--- src/rtl/edge_pkg.sv ---
`default_nettype none
// ============================================================================
// Module      : edge_pkg
// Description : Shared types, image constants and scaling helper for the
//               edge-detection result writer.
// Revision    : 1.0 - initial release
// ============================================================================
package edge_pkg;

    localparam int IMG_W         = 352;
    localparam int IMG_H         = 288;
    localparam int WORDS_PER_IMG = (IMG_W * IMG_H) / 4;
    localparam int RESULT_BASE   = WORDS_PER_IMG;

    typedef logic [7:0]  pixel_t;
    typedef logic [9:0]  sum_t;
    typedef logic [31:0] word_t;
    typedef logic [15:0] addr_t;

    typedef enum logic [1:0] {
        S_IDLE  = 2'd0,
        S_RUN   = 2'd1,
        S_FLUSH = 2'd2,
        S_DONE  = 2'd3
    } state_t;

    // Two 10-bit magnitudes sum into 11 bits; dropping three LSBs always fits 8 bits.
    function automatic pixel_t scale_mag(input sum_t dx, input sum_t dy);
        logic [10:0] s;
        s = {1'b0, dx} + {1'b0, dy};
        return s[10:3];
    endfunction

endpackage
`default_nettype wire

--- src/rtl/abs_diff.sv ---
`default_nettype none
// ============================================================================
// Module      : abs_diff
// Description : Combinational |p - n| of two 10-bit row/column sums.
// Revision    : 1.0 - initial release
// ============================================================================
module abs_diff
    import edge_pkg::*;
(
    input  sum_t p,
    input  sum_t n,
    output sum_t mag
);

    logic signed [10:0] w_diff;

    assign w_diff = $signed({1'b0, p}) - $signed({1'b0, n});
    assign mag    = w_diff[10] ? sum_t'(-w_diff) : sum_t'(w_diff);

endmodule
`default_nettype wire

--- src/rtl/edge_writer.sv ---
`default_nettype none
// ============================================================================
// Module      : edge_writer
// Description : Forms |Dx|+|Dy| per pixel, packs four pixels per word and
//               writes one result image per start pulse.
// Revision    : 1.0 - initial release
// ============================================================================
module edge_writer
    import edge_pkg::*;
#(
    parameter int WORDS = WORDS_PER_IMG,
    parameter int BASE  = RESULT_BASE
) (
    input  logic        clk,
    input  logic        rst,
    input  logic        start,
    input  logic        in_valid,
    output logic        in_ready,
    input  logic [9:0]  gx_p,
    input  logic [9:0]  gx_n,
    input  logic [9:0]  gy_p,
    input  logic [9:0]  gy_n,
    output logic        en,
    output logic        we,
    output logic [15:0] addr,
    output logic [31:0] dataW,
    output logic        finish
);

    localparam int PIX_TOTAL = 4 * WORDS;
    localparam int PCW       = $clog2(PIX_TOTAL + 1);
    localparam int WCW       = $clog2(WORDS + 1);

    state_t          r_state;
    state_t          w_state_nxt;

    logic [PCW-1:0]  r_pix_cnt;
    logic [WCW-1:0]  r_word_cnt;
    logic [1:0]      r_lane;

    logic            r_s1_valid;
    sum_t            r_dx;
    sum_t            r_dy;
    sum_t            w_dx;
    sum_t            w_dy;
    pixel_t          w_pix;

    word_t           r_word;
    word_t           w_word_nxt;

    logic            r_en;
    addr_t           r_addr;
    word_t           r_data;

    logic            w_accept;
    logic            w_last_accept;
    logic            w_begin;

    abs_diff u_abs_x (
        .p   (gx_p),
        .n   (gx_n),
        .mag (w_dx)
    );

    abs_diff u_abs_y (
        .p   (gy_p),
        .n   (gy_n),
        .mag (w_dy)
    );

    assign w_accept      = in_valid && in_ready;
    assign w_last_accept = w_accept && (r_pix_cnt == PCW'(PIX_TOTAL - 1));
    assign w_begin       = (r_state == S_IDLE) && start;

    // ---------------- FSM: state register ----------------
    always_ff @(posedge clk or posedge rst) begin
        if (rst) begin
            r_state <= S_IDLE;
        end else begin
            r_state <= w_state_nxt;
        end
    end

    // ---------------- FSM: next state ----------------
    always_comb begin
        w_state_nxt = r_state;
        case (r_state)
            S_IDLE:  if (start)         w_state_nxt = S_RUN;
            S_RUN:   if (w_last_accept) w_state_nxt = S_FLUSH;
            // Only the final word can be strobed while flushing.
            S_FLUSH: if (r_en)          w_state_nxt = S_DONE;
            S_DONE:                     w_state_nxt = S_IDLE;
            default:                    w_state_nxt = S_IDLE;
        endcase
    end

    // ---------------- FSM: outputs ----------------
    always_comb begin
        in_ready = 1'b0;
        finish   = 1'b0;
        case (r_state)
            S_RUN:   in_ready = 1'b1;
            S_DONE:  finish   = 1'b1;
            default: ;
        endcase
    end

    // ---------------- Accept side ----------------
    always_ff @(posedge clk or posedge rst) begin
        if (rst) begin
            r_pix_cnt  <= '0;
            r_s1_valid <= 1'b0;
            r_dx       <= '0;
            r_dy       <= '0;
        end else begin
            r_s1_valid <= w_accept;
            if (w_begin) begin
                r_pix_cnt <= '0;
            end else if (w_accept) begin
                r_pix_cnt <= r_pix_cnt + 1'b1;
            end
            if (w_accept) begin
                r_dx <= w_dx;
                r_dy <= w_dy;
            end
        end
    end

    // ---------------- Scale and pack ----------------
    assign w_pix = scale_mag(r_dx, r_dy);

    always_comb begin
        w_word_nxt                        = r_word;
        w_word_nxt[{r_lane, 3'b000} +: 8] = w_pix;
    end

    always_ff @(posedge clk or posedge rst) begin
        if (rst) begin
            r_lane     <= '0;
            r_word_cnt <= '0;
            r_word     <= '0;
            r_en       <= 1'b0;
            r_addr     <= '0;
            r_data     <= '0;
        end else begin
            r_en <= 1'b0;
            if (w_begin) begin
                r_lane     <= '0;
                r_word_cnt <= '0;
            end else if (r_s1_valid) begin
                r_word <= w_word_nxt;
                r_lane <= r_lane + 1'b1;
                if (r_lane == 2'd3) begin
                    r_en       <= 1'b1;
                    r_addr     <= addr_t'(BASE) + addr_t'(r_word_cnt);
                    r_data     <= w_word_nxt;
                    r_word_cnt <= r_word_cnt + 1'b1;
                end
            end
        end
    end

    assign en    = r_en;
    assign we    = r_en;
    assign addr  = r_addr;
    assign dataW = r_data;

endmodule
`default_nettype wire

--- config.mk ---
export PLATFORM = sky130hd
export DESIGN_NAME = edge_writer
export DESIGN_NICKNAME = d
export VERILOG_FILES = /design/src/rtl/edge_pkg.sv /design/src/rtl/abs_diff.sv /design/src/rtl/edge_writer.sv
export SDC_FILE = /design/constraint.sdc
export NUM_CORES = 1
export LEC_CHECK = 0
export ABC_AREA = 1
export CAP_MARGIN = 20
export CORE_MARGIN = 1.5
export CORE_UTILIZATION = 35
export CTS_BUF_LIST = sky130_fd_sc_hd__clkbuf_8
export CTS_CLUSTER_DIAMETER = 40
export DETAILED_ROUTE_END_ITERATION = 16
export GPL_TIMING_DRIVEN = 0
export PLACE_DENSITY_LB_ADDON = 0.15
export SYNTH_ARGS = -nofsm -noshare
export SYNTH_HDL_FRONTEND = slang
export SYNTH_HIERARCHICAL = 1
export SYNTH_SLANG_ARGS = --single-unit
--- constraint.sdc ---
create_clock -name clk -period 4.6 [get_ports clk]
set_clock_uncertainty 0.1 [all_clocks]
set_input_delay 0.69 -clock clk [delete_from_list [all_inputs] [get_ports clk]]
set_output_delay 0.69 -clock clk [all_outputs]
set_load 0.05 [all_outputs]
-- Yosys cells after proc, flatten, opt, wreduce, memory -nomap -nowiden
Cells that the tools add are included.
Widths: inputs -> output; s select.
- output and inout port bits: 52
- register bits: 138
- logic and storage cells: 62
- input bits: 44
- mux-type cells: 19
- shift-type cells: 2
- reductions and logical operators: 11
- add/sub/neg operators: 10
- bitwise operators: 1
- equal/unequal tests: 8
- operators with widths (kind ; number):
    $mux 15 ; 3
    $mux 17 ; 2
    $bwmux 32 ; 1
    $shift 8x7->32 const A ; 1
    $shiftx 8x7->32 ; 1
    $sub 10x10->11 ; 2
    $mux 10 ; 2
    $neg 10->10 ; 2
    $add 17x1->17 const B ; 1
    $eq 17x17->1 const B ; 1
    $add 15x15->16 const A ; 1
    $add 15x1->15 const B ; 1
    $add 10x10->11 ; 1
    $mux 2 ; 5
    $pmux 2 s4 ; 1
    $neg 5->7 ; 1
    $eq 2x2->1 const B ; 3
    $ne 2x2->1 const B ; 3
    $reduce_and 3->1 ; 2
    $reduce_bool 2->1 ; 3
    $mux 1 ; 5
    $reduce_and 2->1 ; 2
    $logic_and 1x1->1 ; 3
    $add 2x1->2 const B ; 1
    3 further kinds ; 3

-- Logic depth before layout (Yosys ltp)
- depth after elaboration: 6
- gate-level depth with buffers: 17
- gate-level depth less buffers: 17

-- Cells and area by module
The synthesis kept the hierarchy.
- by module, submodules not included (module ; seq. area each (um^2) ; times used ; area an instance (um^2) ; cells each):
    edge_writer ; 3453.3 ; 1 ; 6802.8 ; 856
    abs_diff (u_abs_y) ; 0.0 ; 1 ; 894.6 ; 174
    abs_diff (u_abs_x) ; 0.0 ; 1 ; 862.1 ; 158

-- Worst setup path before layout
No wires, ideal clock.
- path kind: input -> register
- start point: in gx_p[0]
- end point: reg r_dx[8]
- setup time: 117 ps
- path slack: 2100 ps
- data required time: 4383 ps
- stages: 15
- data arrival time: 2282 ps
- buffers on the path: 0
- cell sequence: inv_1 ha_1 fa_1 ha_1 inv_1 nor2_1 nand3_2 nor2_1 nand2_1 nand2_4 nand2_1 nand2_1 nand2_1 nand2_1 nand2_1
- longest elaborated chain between the ends: 3
- ends and longest elaborated chain (element ; RTL line ; source):
    from (decl) ; edge_writer.sv:19 ; input logic [9:0] gx_p,
    $sub 10x10->11 * ; abs_diff.sv:17 ; assign w_diff = $signed({1'b0, p}) - $signed({1'b0, n});
    $neg 10->10 ; abs_diff.sv:18 ; assign mag = w_diff[10] ? sum_t'(-w_diff) : sum_t'(w_diff);
    $mux 10 * ; abs_diff.sv:18 ;
    named net w_dx[8] ; edge_writer.sv:44 ; sum_t w_dx;
    to (signal assigned) ; edge_writer.sv:123 ; r_dx <= w_dx;
    to (decl) ; edge_writer.sv:42 ; sum_t r_dx;
Mark *: on every way through the listed nets, which the timed path passes. The rest lies on a longest branch.
A chain may end at the register's enable or synchronous reset.

-- Worst setup path in the final report
- start point: reg r_state[1]
- end point: out in_ready
- longest elaborated chain between the ends: 2
- ends and longest elaborated chain (element ; RTL line ; source):
    from (decl) ; edge_writer.sv:34 ; state_t r_state;
    from (signal assigned) ; edge_writer.sv:80 ; r_state <= w_state_nxt;
    $eq 2x1->1 ; edge_writer.sv:101 ; case (r_state)
    $mux 1 ; edge_writer.sv:101 ;
    to (decl) ; edge_writer.sv:18 ; output logic in_ready,
Every way passes these cells.

==> impl_metrics.yaml <==
routing:
  ant_nets: 0
  drt_first_pass_iters: 4
  drc_errors: 0
  vias_per_cell: 4.56
  num_vias: 7482
  finalWirelength_mm: 19.6
  first_iter_violations: 376
  drt-wirelength-per-cell_um: 11.9
floorplan:
  die_width_um: 159
  rows: 57
  die_area_mm2: 0.0254
  pin_count: 96
  start_util_pct: 35.4
  core-area_mm2: 0.0242
  die_y_um: 159
clocking:
  postCtsSetupBuffers: 0
  clock_latency_ps: 460
  ctsResizeCount: 0
  cts_inserted_buffers: 17
  clk_pin_slew_worst_paths_ps: 70
  cts.path.max_buffers: 2
  cts.htree.levels: 4
  cts_sinks: 138
  cts_root_buf: "clkbuf_8"
  cts_tree: "built"
  cts_hold_buf: 0
final_layout:
  drive_gt1_share_pct: 8.28
  layoutNonFillerInstCount: 1640
  fin_nets: 1395
  fin_area_mm2: 0.0103
  antenna_cells: 0
  area_delta_synth_final_pct: 20.7
yosys:
  avgSynthCellArea_um2: 7.20
  synth_seq_cells: 138
  synth-adder-area-share_pct: 7.19
  synth_top_family_by_area: "simple AND/OR/NAND/NOR gates"
  yosysUniqueCellTypes: 45
  yosys-top-cells-count: "nand2_1 (470), dfrtp_1 (138), inv_1 (137)"
  yosysWarnings: 6
  synth_edf_count: 0
  synth.most_common_cell: "nand2_1"
  synth_top_area_share_pct: 40.3
  async_flop_share_pct: 100
  synthFlopType: "dfrtp_1"
  yosys-top-cells-area: "dfrtp_1 (40%), nand2_1 (21%), ha_1 (6.7%)"
  synth_xor_area_share_pct: 1.84
  ys_seq_area_share_pct: 40.3
  synth_area_leader_cell: "dfrtp_1"
  synth-compound-area-share_pct: 8.23
  netlist_area_mm2: 0.00856
  syn_inst: 1188
  yosys.area_share.simple_pct: 34.1
  synthMuxAreaShare_pct: 0
  synth_fp_nets: 1280
min_path:
  hp-class: "reg -> reg"
  hp-start: "dataW[21]$_DFFE_PP0P_"
  hold_path_depth: 2
  min_to: "dataW[21]$_DFFE_PP0P_"
setup_path:
  worst-path-buf-inv: 2
  path_cells: "inv_1 > ha_1 > clkdlybuf4s50_1"
  crit_slowest_cell: "clkdlybuf4s50_1"
  r2r-start: "r_dx[4]$_DFFE_PP0P_"
  r2r_slack_ps: 2420
  rr_worst_depth: 12
  worstPathRequired_ps: 3810
  path_delay_family: "buffers and inverters"
  cp-start-kind: "flip-flop"
  critPathMaxStageDelay_ps: 820
  reg2reg_to: "dataW[26]$_DFFE_PP0P_"
  critical_path_depth: 3
  crit_path_end_kind: "output pin"
  arrival_ps: 2020
  critPathKind: "reg -> out"
  crit_fanout: 4
power:
  leakagePower_nw: 5.35
  power_density_mw_per_mm2: 490
  power_mw: 5.06
  ir_worst_vdd_uv: 226
timing:
  rsz0062_at_grt: "no"
  fmax_mhz: 356
  timing.hold.ws_ps: 379
  hold_viol_final: 0
  period_needed_ps: 2810
  finalMaxSlewViolations: 0
  worst_pin_slew_ps: 558
  max_slew_margin_pct: 62.8
  fin_tns_setup_ps: 0
  setup_viol: 0
  fin_crit_sh_pct: 61.0
grt:
  track_usage_pct: 16.3
  grt_pass1_wl_mm: 33.8
  grt_pass1_vias: 6967
  grt_max_degree: 90
  antenna_found_initial: 0
  overflow: 0
flow_run:
  drv_cap: 0
placement:
  port_buffers: 95
  dp.cells: 1608
  gp_congestion: 0.822
  post-dp-hpwl_mm: 14.9
  place_area_mm2: 0.00995
run_status:
  outcome: "complete, no violations"
[layout make-up]
type,count,area (um^2)
clock inverters,14,131
repair buffers,96,978
plain buffers,29,153
inverters,149,564
flip-flops and latches,138,3450
clock buffers,18,248
well taps,324,405
fillers,2479,13800
multi-input cells,872,4390
[worst max-delay path by stage]
stage | to | from
6_report | in_ready | r_state[1]$_DFFE_PP0P_
2_1_floorplan | addr[0]$_DFFE_PP0P_ | rst
5_1_grt | in_ready | r_state[1]$_DFFE_PP0P_
4_1_cts | in_ready | r_state[1]$_DFFE_PP0P_
3_3_place_gp | dataW[19]$_DFFE_PP0P_ | rst
3_5_place_dp | r_dy[9]$_DFFE_PP0P_ | gy_p[0]
[stage by stage]
step                      utilization (%)  worst slack, ps
after floorplan                         -              114
final                                42.7             1790
after CTS                            42.7             1760
after global routing                 42.7             1670
after global placement               41.0            -2150
after detailed placement             41.1             1460
[kinds of logic (layout without fill, tap and decap cells)]
kind of cell	after synthesis	after routing
compound gates	124	124
xor+xnor	18	18
fa+ha+maj	48	48
buf+inv	178	306
flops	138	138
simple gates	682	682
[routing by layer]
metal | wire length (um) | vias to the layer above | GRT usage (%)
li1 | - | 3975 | -
met1 | 9580 | 3349 | 22.3
met2 | 9060 | 141 | 26.3
met3 | 678 | 17 | 2.79
met4 | 238 | 0 | 4.76
met5 | 0 | - | 0
[tightest hold or removal path: stages (launching register included)]
cell	delay, ps
dfrtp_1	350
nand2_1	50
nand2_1	50
[flip-flops by register name, summed over array words and instances (netlist names), 10 cells and up]
| register | flops |
|---|---|
| r_pix_cnt | 17 |
| r_dx | 10 |
| dataW | 32 |
| r_dy | 10 |
| addr | 16 |
| r_word | 32 |
| r_word_cnt | 15 |
[cells in the final DEF, fill, tap and decap left out, types with 3 or more instances in the layout]
cell,instances
a21oi_1,32
a31oi_1,15
buf_2,11
buf_4,3
clkbuf_1,11
clkbuf_8,18
clkdlybuf4s50_1,95
clkinv_1,4
clkinv_2,6
clkinvlp_4,5
dfrtp_1,138
ha_1,46
inv_1,137
inv_2,8
nand2_1,470
nand2_2,23
nand3_1,58
nand3_2,7
nand3b_1,5
nand4_1,15
nor2_1,69
nor2_2,4
nor3_1,14
nor3_2,7
o21ai_0,43
o21ai_1,15
o21ai_2,3
o22ai_1,4
xnor2_1,6
xor2_1,12
[power breakdown]
part,total (mW),switching [mW],internal [mW]
combinational,2.41,1.61,0.795
sequential,1.69,0.183,1.50
clock,0.964,0.478,0.486
Note: power is estimated with default switching activity, not from simulation.
